$ cat src/rtl/uart_pkg.sv
// Shared UART receive definitions: FSM states and bit-timing constants.
package uart_pkg;

    typedef enum logic [2:0] {
        IDLE   = 3'd0,
        START  = 3'd1,
        DATA   = 3'd2,
        PARITY = 3'd3,
        STOP   = 3'd4,
        BREAK  = 3'd5
    } rx_state_e;

    localparam logic [3:0]  START_SAMPLE_TICK = 4'd7;
    localparam logic [3:0]  BIT_LAST_TICK     = 4'd15;
    localparam int unsigned DATA_BITS         = 8;

endpackage

$ cat src/rtl/uart_rx_sync.sv
// Multi-flop synchroniser for an asynchronous pad input; resets to 1 (idle line).
module uart_rx_sync #(
    parameter int unsigned SYNC_STAGES = 2
) (
    input  logic clk,
    input  logic reset,
    input  logic i_async,
    output logic o_sync
);

    logic [SYNC_STAGES-1:0] sync_q;
    logic [SYNC_STAGES-1:0] sync_d;

    // Shift the raw input one stage further along the chain each clock.
    always_comb begin
        sync_d = {sync_q[SYNC_STAGES-2:0], i_async};
    end

    // Chain registers; reset to all ones so the line reads idle.
    always_ff @(posedge clk or posedge reset) begin
        if (reset) sync_q <= '1;
        else       sync_q <= sync_d;
    end

    assign o_sync = sync_q[SYNC_STAGES-1];

endmodule

$ cat src/rtl/uart_rx_bit.sv
// UART receive bit engine: 16x oversampled 8N1 deframer writing good bytes to the RX FIFO.
// Optional parity bit (and o_parity_err port) enabled by defining UART_RX_PARITY_EN.
module uart_rx_bit
    import uart_pkg::*;
#(
    parameter int unsigned SYNC_STAGES = 2,
    parameter int unsigned PARITY_ODD  = 0
) (
    input  logic       clk,
    input  logic       reset,
    input  logic       i_16x_baud_en,
    input  logic       i_uart_rx_ser,
    input  logic       i_fifo_full,
    output logic [7:0] ov_fifo_din,
    output logic       o_fifo_wr,
    output logic       o_frame_err,
    output logic       o_overflow,
    output logic       o_busy
`ifdef UART_RX_PARITY_EN
    ,
    output logic       o_parity_err
`endif
);

    if (PARITY_ODD > 1) begin : g_bad_parity_odd
        $error("PARITY_ODD must be 0 or 1");
    end

    logic rx_s;

    uart_rx_sync #(.SYNC_STAGES(SYNC_STAGES)) u_sync (
        .clk     (clk),
        .reset   (reset),
        .i_async (i_uart_rx_ser),
        .o_sync  (rx_s)
    );

    rx_state_e  state_q, state_d;
    logic [3:0] tick_q, tick_d;
    logic [3:0] bit_q, bit_d;
    logic [7:0] shift_q, shift_d;
    logic [7:0] dout_q, dout_d;
    logic       armed_q, armed_d;
    logic       wr_q, wr_d;
    logic       ferr_q, ferr_d;
    logic       ovf_q, ovf_d;
`ifdef UART_RX_PARITY_EN
    logic       par_q, par_d;
    logic       perr_q, perr_d;
    logic       par_bad;
    assign par_bad = par_q != (^shift_q ^ 1'(PARITY_ODD));
`endif

    // Next-state, counter and registered-output computation; all progress gated by the baud enable.
    always_comb begin
        state_d = state_q;
        tick_d  = tick_q;
        bit_d   = bit_q;
        shift_d = shift_q;
        dout_d  = dout_q;
        armed_d = armed_q;
        wr_d    = 1'b0;
        ferr_d  = 1'b0;
        ovf_d   = 1'b0;
`ifdef UART_RX_PARITY_EN
        par_d   = par_q;
        perr_d  = 1'b0;
`endif
        if (i_16x_baud_en) begin
            tick_d = tick_q + 4'd1;
            case (state_q)
                IDLE: begin
                    tick_d = '0;
                    // A line still low after reset/break must go high before a start edge counts.
                    if (!armed_q) begin
                        if (rx_s) armed_d = 1'b1;
                    end else if (!rx_s) begin
                        state_d = START;
                    end
                end
                START: begin
                    if (tick_q == START_SAMPLE_TICK) begin
                        if (rx_s) begin
                            state_d = IDLE;
                        end else begin
                            state_d = DATA;
                            tick_d  = '0;
                            bit_d   = '0;
                        end
                    end
                end
                DATA: begin
                    if (tick_q == BIT_LAST_TICK) begin
                        shift_d = {rx_s, shift_q[7:1]};
                        bit_d   = bit_q + 4'd1;
                        if (bit_q == 4'(DATA_BITS - 1)) begin
`ifdef UART_RX_PARITY_EN
                            state_d = PARITY;
`else
                            state_d = STOP;
`endif
                        end
                    end
                end
`ifdef UART_RX_PARITY_EN
                PARITY: begin
                    if (tick_q == BIT_LAST_TICK) begin
                        par_d   = rx_s;
                        state_d = STOP;
                    end
                end
`endif
                STOP: begin
                    if (tick_q == BIT_LAST_TICK) begin
                        if (!rx_s) begin
                            ferr_d  = 1'b1;
                            armed_d = 1'b0;
                            state_d = BREAK;
                        end else begin
                            state_d = IDLE;
`ifdef UART_RX_PARITY_EN
                            if (par_bad) begin
                                perr_d = 1'b1;
                            end else
`endif
                            if (i_fifo_full) begin
                                ovf_d = 1'b1;
                            end else begin
                                wr_d   = 1'b1;
                                dout_d = shift_q;
                            end
                        end
                    end
                end
                BREAK: begin
                    if (rx_s) begin
                        armed_d = 1'b1;
                        state_d = IDLE;
                    end
                end
                default: state_d = IDLE;
            endcase
        end
    end

    // State and output registers.
    always_ff @(posedge clk or posedge reset) begin
        if (reset) begin
            state_q <= IDLE;
            tick_q  <= '0;
            bit_q   <= '0;
            shift_q <= '0;
            dout_q  <= '0;
            armed_q <= 1'b0;
            wr_q    <= 1'b0;
            ferr_q  <= 1'b0;
            ovf_q   <= 1'b0;
`ifdef UART_RX_PARITY_EN
            par_q   <= 1'b0;
            perr_q  <= 1'b0;
`endif
        end else begin
            state_q <= state_d;
            tick_q  <= tick_d;
            bit_q   <= bit_d;
            shift_q <= shift_d;
            dout_q  <= dout_d;
            armed_q <= armed_d;
            wr_q    <= wr_d;
            ferr_q  <= ferr_d;
            ovf_q   <= ovf_d;
`ifdef UART_RX_PARITY_EN
            par_q   <= par_d;
            perr_q  <= perr_d;
`endif
        end
    end

    assign ov_fifo_din = dout_q;
    assign o_fifo_wr   = wr_q;
    assign o_frame_err = ferr_q;
    assign o_overflow  = ovf_q;
    assign o_busy      = (state_q != IDLE);
`ifdef UART_RX_PARITY_EN
    assign o_parity_err = perr_q;
`endif

endmodule

$ cat config.mk
export PLATFORM = sky130hd
export DESIGN_NAME = uart_rx_bit
export DESIGN_NICKNAME = d
export VERILOG_FILES = /design/src/rtl/uart_pkg.sv /design/src/rtl/uart_rx_sync.sv /design/src/rtl/uart_rx_bit.sv
export SDC_FILE = /design/constraint.sdc
export NUM_CORES = 1
export LEC_CHECK = 0
export BUFFER_PORTS_ARGS = -buffer_cell sky130_fd_sc_hd__buf_2
export CORE_ASPECT_RATIO = 1.75
export CORE_UTILIZATION = 40
export CTS_BUF_LIST = sky130_fd_sc_hd__clkbuf_8 sky130_fd_sc_hd__clkbuf_16
export DETAILED_ROUTE_END_ITERATION = 10
export PLACE_DENSITY = 0.6
export REMOVE_ABC_BUFFERS = 1
export SLEW_MARGIN = 20
export SYNTH_ARGS = -nofsm -noshare
export SYNTH_HDL_FRONTEND = slang
export SYNTH_SLANG_ARGS = --single-unit
$ cat constraint.sdc
create_clock -name clk -period 1.9 [get_ports clk]
set_clock_uncertainty 0.15 [all_clocks]
set_input_delay 0.19 -clock clk [delete_from_list [all_inputs] [get_ports clk]]
set_output_delay 0.19 -clock clk [all_outputs]
set_load 0.1 [all_outputs]
Word level (Yosys, flattened, before mapping). Cells that the tools add are included.

Reduce and logical (&&, ||, !) cells: 9. Add/subtract/negate cells: 2. Equal/unequal tests: 16. Bitwise logic cells: 1. Muxes and demuxes: 37.

Operator list (number): 3-bit two-way mux (8); 4-bit two-way mux (5); 1-bit two-way mux (19); 2-bit inequality test, second input constant (8); 4-bit case mux with 2 select lines (2); 3-bit case mux with 5 select lines (1); 5-bit AND reduction (3); 4-bit by 1-bit adder with 4-bit output, second input constant (2); 4-bit by 3-bit == test with 1-bit output, second input constant (2); 8-bit AND reduction (1); 3-bit == test, second input constant (2); 3-bit nonzero test (2); 4-bit == test, second input constant (1); 3-bit by 1-bit == test with 1-bit output, second input constant (1); 3-bit by 2-bit == test with 1-bit output, second input constant (1); 3-bit logical NOT (1); 1-bit case mux with 3 select lines (1); 3-bit AND reduction (1); 2-bit two-way mux (1); 2-bit by 1-bit inequality test with 1-bit output, second input constant (1); 2-bit nonzero test (1); 1-bit NOT (1).

Flip-flop bits (word level): 33. Word-level logic and storage cells: 75. Output and inout bits: 12.

Logic depth before layout (Yosys ltp).
Depth after elaboration: 5. Gate-level depth with buffers: 6. Depth with buffers taken out: 5.

Hierarchy. Synthesis repeated with hierarchy kept, for this count alone.

Cell total of the unflattened synthesis: 125. Area total of the unflattened synthesis: 1560.2 µm².

By module, submodules not included: uart_rx_bit (times used 1, cells each 122, area each 1503.9 µm², sequential area each 775.7 µm²); uart_rx_sync (times used 1, cells each 3, area each 56.3 µm², sequential area each 52.6 µm²).

Worst setup path before layout. OpenSTA, ideal clock, no wires.

Path kind: register -> register. Start: register tick_q[0]. End: register dout_q[0], in the netlist ov_fifo_din[0]. Cell stages (with the launch flop): 6. Arrival: 1.540 ns. Path slack: 0.084 ns. Data required time: 1.625 ns. Clock period less this slack: 1.816 ns. Path buffers: 0. Cell sequence: dfrtp_1 -> ha_1 -> and4_2 -> nand4_1 -> nor2_4 -> mux2_2.

Word-level cells in the longest chain between the ends: 2.

Ends and longest elaborated chain: start, declared (line uart_rx_bit.sv:39) `logic [3:0] tick_q, tick_d;`; start signal, assigned (line uart_rx_bit.sv:164) `tick_q <= tick_d;`; 4-bit == test (line uart_rx_bit.sv:114) `if (tick_q == BIT_LAST_TICK) begin`; 5-bit AND reduction (no source line); end signal, assigned (line uart_rx_bit.sv:167) `dout_q <= dout_d;`; end, declared (line uart_rx_bit.sv:42) `logic [7:0] dout_q, dout_d;`.

No other way between the ends. A chain may end at the register's enable or synchronous reset.

Worst setup path in the final report.
Start: register tick_q[3]. End: register bit_q[1].

Word-level cells in the longest chain between the ends: 3.

Ends and longest elaborated chain: 4-bit == test or 4-bit by 3-bit == test with 1-bit output (tied branches) (line uart_rx_bit.sv:93, uart_rx_bit.sv:82); 2-bit inequality test (no source line); 5-bit AND reduction (no source line) (*); end signal, assigned (line uart_rx_bit.sv:165) `bit_q <= bit_d;`; end, declared (line uart_rx_bit.sv:40) `logic [3:0] bit_q, bit_d;`.

Every way passes the cells marked *; elsewhere a longest branch is shown, timed or not.

==> metrics.txt <==
# TYPE chip_impl_metric gauge
chip_impl_metric{name="filler_cells",unit=""} 356
chip_impl_metric{name="mappedNetlistArea",unit="um2"} 1506
chip_impl_metric{name="start_util",unit="%"} 41.52
chip_impl_metric{name="synth_top_area_share",unit="%"} 51.50
chip_impl_info{name="crit_path_cell_trace",value="nand3b_1 -> or4_4 -> and3_4 -> a31o_1"} 1
chip_impl_metric{name="die_x",unit="um"} 48.39
chip_impl_metric{name="drt_first_pass_iters",unit=""} 4
chip_impl_metric{name="slowest_delay",unit="ps"} 520
chip_impl_info{name="highest_layer",value="met4"} 1
chip_impl_metric{name="die_height",unit="um"} 83.19
chip_impl_metric{name="grt_overflow",unit=""} 0
chip_impl_metric{name="antenna_violations_before_repair",unit=""} 0
chip_impl_metric{name="timing.final.max_slew_violations",unit=""} 0
chip_impl_metric{name="worst-endpoint-required",unit="ps"} 1920
chip_impl_metric{name="floorplan.rows",unit=""} 29
chip_impl_metric{name="leak",unit="nW"} 0.9734
chip_impl_metric{name="async_flop_share",unit="%"} 100.0
chip_impl_metric{name="htreeDepth",unit=""} 2
chip_impl_metric{name="core_area",unit="um2"} 3628
chip_impl_metric{name="weighted_congestion_reported_at_the_end_of_routability_driven_placement",unit=""} 0.8234
chip_impl_metric{name="crit_path_dat",unit="ps"} 1890
chip_impl_metric{name="synth_edf_count",unit=""} 0
chip_impl_metric{name="vdd.ir_drop.worst",unit="mV"} 0.9632
chip_impl_metric{name="timing.final.crit_share",unit="%"} 98.30
chip_impl_info{name="cts_tree",value="built"} 1
chip_impl_metric{name="finalWorstSetupSlack",unit="ps"} 32.29
chip_impl_info{name="kind_of_cell_adding_the_most_delay_to_the_critical_path",value="simple AND/OR/NAND/NOR gates"} 1
chip_impl_metric{name="first_global_vias",unit=""} 1127
chip_impl_metric{name="yosysWarningCount",unit=""} 0
chip_impl_info{name="slowest_stage",value="or4_4"} 1
chip_impl_metric{name="track_usage",unit="%"} 16.99
chip_impl_metric{name="synthDistinctLibCells",unit=""} 39
chip_impl_metric{name="fmax",unit="MHz"} 535.4
chip_impl_metric{name="finalSetupTns",unit="ps"} 0
chip_impl_metric{name="timing_worst_slew_pin_value",unit="ps"} 490.0
chip_impl_metric{name="count_of_buffers_from_port_buffering",unit=""} 16
chip_impl_metric{name="hold_viol",unit=""} 0
chip_impl_info{name="critPathCaptureType",value="register"} 1
chip_impl_metric{name="routed_metal_1_wire_length",unit="um"} 1185
chip_impl_metric{name="max-clock-path-buffers",unit=""} 2
chip_impl_info{name="worst_setup_path_start_kind",value="register"} 1
chip_impl_metric{name="cap_viol_max_count",unit=""} 0
chip_impl_metric{name="max-slew-margin-rel",unit="%"} 67.56
chip_impl_info{name="yosys_most_used_dff",value="dfrtp_1"} 1
chip_impl_metric{name="met2WireLength",unit="um"} 1653
chip_impl_metric{name="syn_area_per_cell",unit="um2"} 10.61
chip_impl_metric{name="power_density_over_cell_area",unit="nW/um2"} 898.2
chip_impl_metric{name="floorplan.die_area",unit="um2"} 4025
chip_impl_metric{name="detail_route.iter0.violations",unit=""} 31
chip_impl_info{name="worst_hold_path_type",value="in2reg"} 1
chip_impl_info{name="synth_area_leader_cell",value="dfrtp_1"} 1
chip_impl_metric{name="placement.setup.worst_slack",unit="ps"} -22.28
chip_impl_info{name="timing.setup.critical_path_class",value="reg2reg"} 1
chip_impl_metric{name="finalCriticalPeriod",unit="ps"} 1868
chip_impl_metric{name="worstPathBufferInverterCount",unit=""} 0
chip_impl_metric{name="wirelength_per_cell",unit="um"} 13.45
chip_impl_info{name="highest_count_cells_in_the_layout_ignoring_fill_and_taps",value="nand2_1 (30), dfrtp_1 (30), buf_4 (16), buf_2 (15)"} 1
chip_impl_metric{name="drive_gt1_share",unit="%"} 34.44
chip_impl_metric{name="num_antenna_cells",unit=""} 0
chip_impl_metric{name="crit_fanout",unit=""} 7
chip_impl_metric{name="final-seq-area",unit="um2"} 829.5
chip_impl_metric{name="cts.reportedPaths.clkPinSlew",unit="ps"} 70
chip_impl_metric{name="synthesis.instances",unit=""} 142
chip_impl_metric{name="multiInputGateArea",unit="um2"} 645.6
chip_impl_metric{name="grt_max_degree",unit=""} 34
chip_impl_metric{name="grt_first_pass_wirelength",unit="um"} 5119
chip_impl_metric{name="vias_per_cell",unit=""} 5.186
chip_impl_info{name="status",value="complete, no violations"} 1
chip_impl_metric{name="vias",unit=""} 1172
chip_impl_metric{name="met3_wirelength",unit="um"} 92
chip_impl_metric{name="final-setup-viol-count",unit=""} 0
chip_impl_info{name="synthTopCellsByArea",value="dfrtp_1 (51%), mux2_2 (7.5%), nand2_1 (7.5%)"} 1
chip_impl_metric{name="clock_insertion_delay_worst_skew",unit="ps"} 290
chip_impl_metric{name="cts_sinks",unit=""} 33
chip_impl_metric{name="detailed_place_hpwl",unit="um"} 2124
chip_impl_metric{name="sequential_to_total_area_share_from_yosys_stat",unit="%"} 54.98
chip_impl_metric{name="ys_ff_latch",unit=""} 33
chip_impl_metric{name="postRouteAntennaNets",unit=""} 0
chip_impl_metric{name="wirelength",unit="um"} 3040
chip_impl_info{name="cell_chosen_for_the_clock_root",value="clkbuf_8"} 1
chip_impl_metric{name="io_pins",unit=""} 17
chip_impl_metric{name="cts_inserted_buffers",unit=""} 5
chip_impl_info{name="rsz0062_at_grt",value="yes"} 1
chip_impl_metric{name="area_growth",unit="%"} 24.92
chip_impl_metric{name="drc_errors",unit=""} 0
chip_impl_metric{name="final_nets",unit=""} 186
[worst paths after layout]
| kind | from | to | slack [ps] | depth (start not counted) |
|---|---|---|---|---|
| min in group asynchronous | reset | o_overflow | 370 | 4 |
| setup / recovery | tick_q[3] | bit_q[1] | 30 | 4 |
| hold reg to reg | u_sync.sync_q[0] | u_sync.sync_q[1] | 210 | 0 |
| hold / removal | i_16x_baud_en | tick_q[2] | 80 | 3 |
| setup reg to reg | tick_q[3] | bit_q[1] | 30 | 4 |
| max in group asynchronous | reset | u_sync.sync_q[0] | 880 | 4 |
[worst reg2reg max path, delay by kind of cell (launching register included)]
family             cells  cell delay, ps
AOI/OAI and AO/OA      1             180
DFF                    1             460
and+or+nand+nor        3             960
[synthesized netlist by cell type, types with 2 or more instances]
library cell	n
a21oi_1	2
a31oi_1	2
buf_4	3
clkbuf_1	2
dfrtp_1	31
dfstp_2	2
ha_1	2
inv_1	8
mux2_2	10
nand2_1	30
nand2b_1	3
nand3_1	5
nand3b_1	2
nor2_1	5
nor3_1	3
nor3b_1	3
o21ai_0	6
o22ai_1	2
[state kept, by name, indices dropped and copies added (netlist names)]
| register | count |
|---|---|
| state_q | 3 |
| armed_q | 1 |
| shift_q | 8 |
| o_fifo_wr | 1 |
| o_overflow | 1 |
| tick_q | 4 |
| o_frame_err | 1 |
| bit_q | 4 |
| ov_fifo_din | 8 |
| u_sync.sync_q | 2 |
[cell families after synthesis]
group | count (synthesis) | synth area share, %
compound gates | 20 | 8.805
xor+xnor | 1 | 0.5815
fa+ha+maj | 2 | 1.661
buf+inv | 14 | 4.319
flops | 33 | 54.98
mux | 11 | 8.140
simple gates | 61 | 21.51
[stage by stage]
stage	cells	hold WS [ps]	area, um2	util (%)	power [mW]
6_report	226	80.33	1882	51.86	1.690
5_1_grt	226	95.63	1882	51.86	1.781
4_1_cts	222	8.638	1839	50.69	1.674
3_5_place_dp	210	146.2	1699	46.83	1.125
3_3_place_gp	210	134.8	1699	46.83	1.108
2_1_floorplan	136	44.48	1471	-	1.024
[where the power goes]
part | switching (mW) | internal, mW
Sequential | 0.0800 | 0.762
Combinational | 0.182 | 0.163
Clock | 0.254 | 0.248
[layer usage]
metal	vias to the layer above	global-route usage, %
met2	30	29.83
met5	-	0
met4	0	10.16
met3	10	4.945
met1	567	17.39
li1	565	-
[layout make-up]
class	count	share of cell area (%)
clock buffers	5	3.657
clock inverters	3	0.7314
inverters	8	1.596
multi-input cells	96	34.31
flip-flops and latches	33	44.08
well taps	46	3.059
repair buffers	35	12.57
[timing repair]
item                                    CTS  global route
hold buffers                              2             1
buffers inserted                          1             3
pin swaps                                 3             1
endpoints found under the setup margin   10            10
hold endpoints to repair                 32             1
cloned                                    1             0
resized for setup                         5             3
Power figures use the tool's default switching activity.
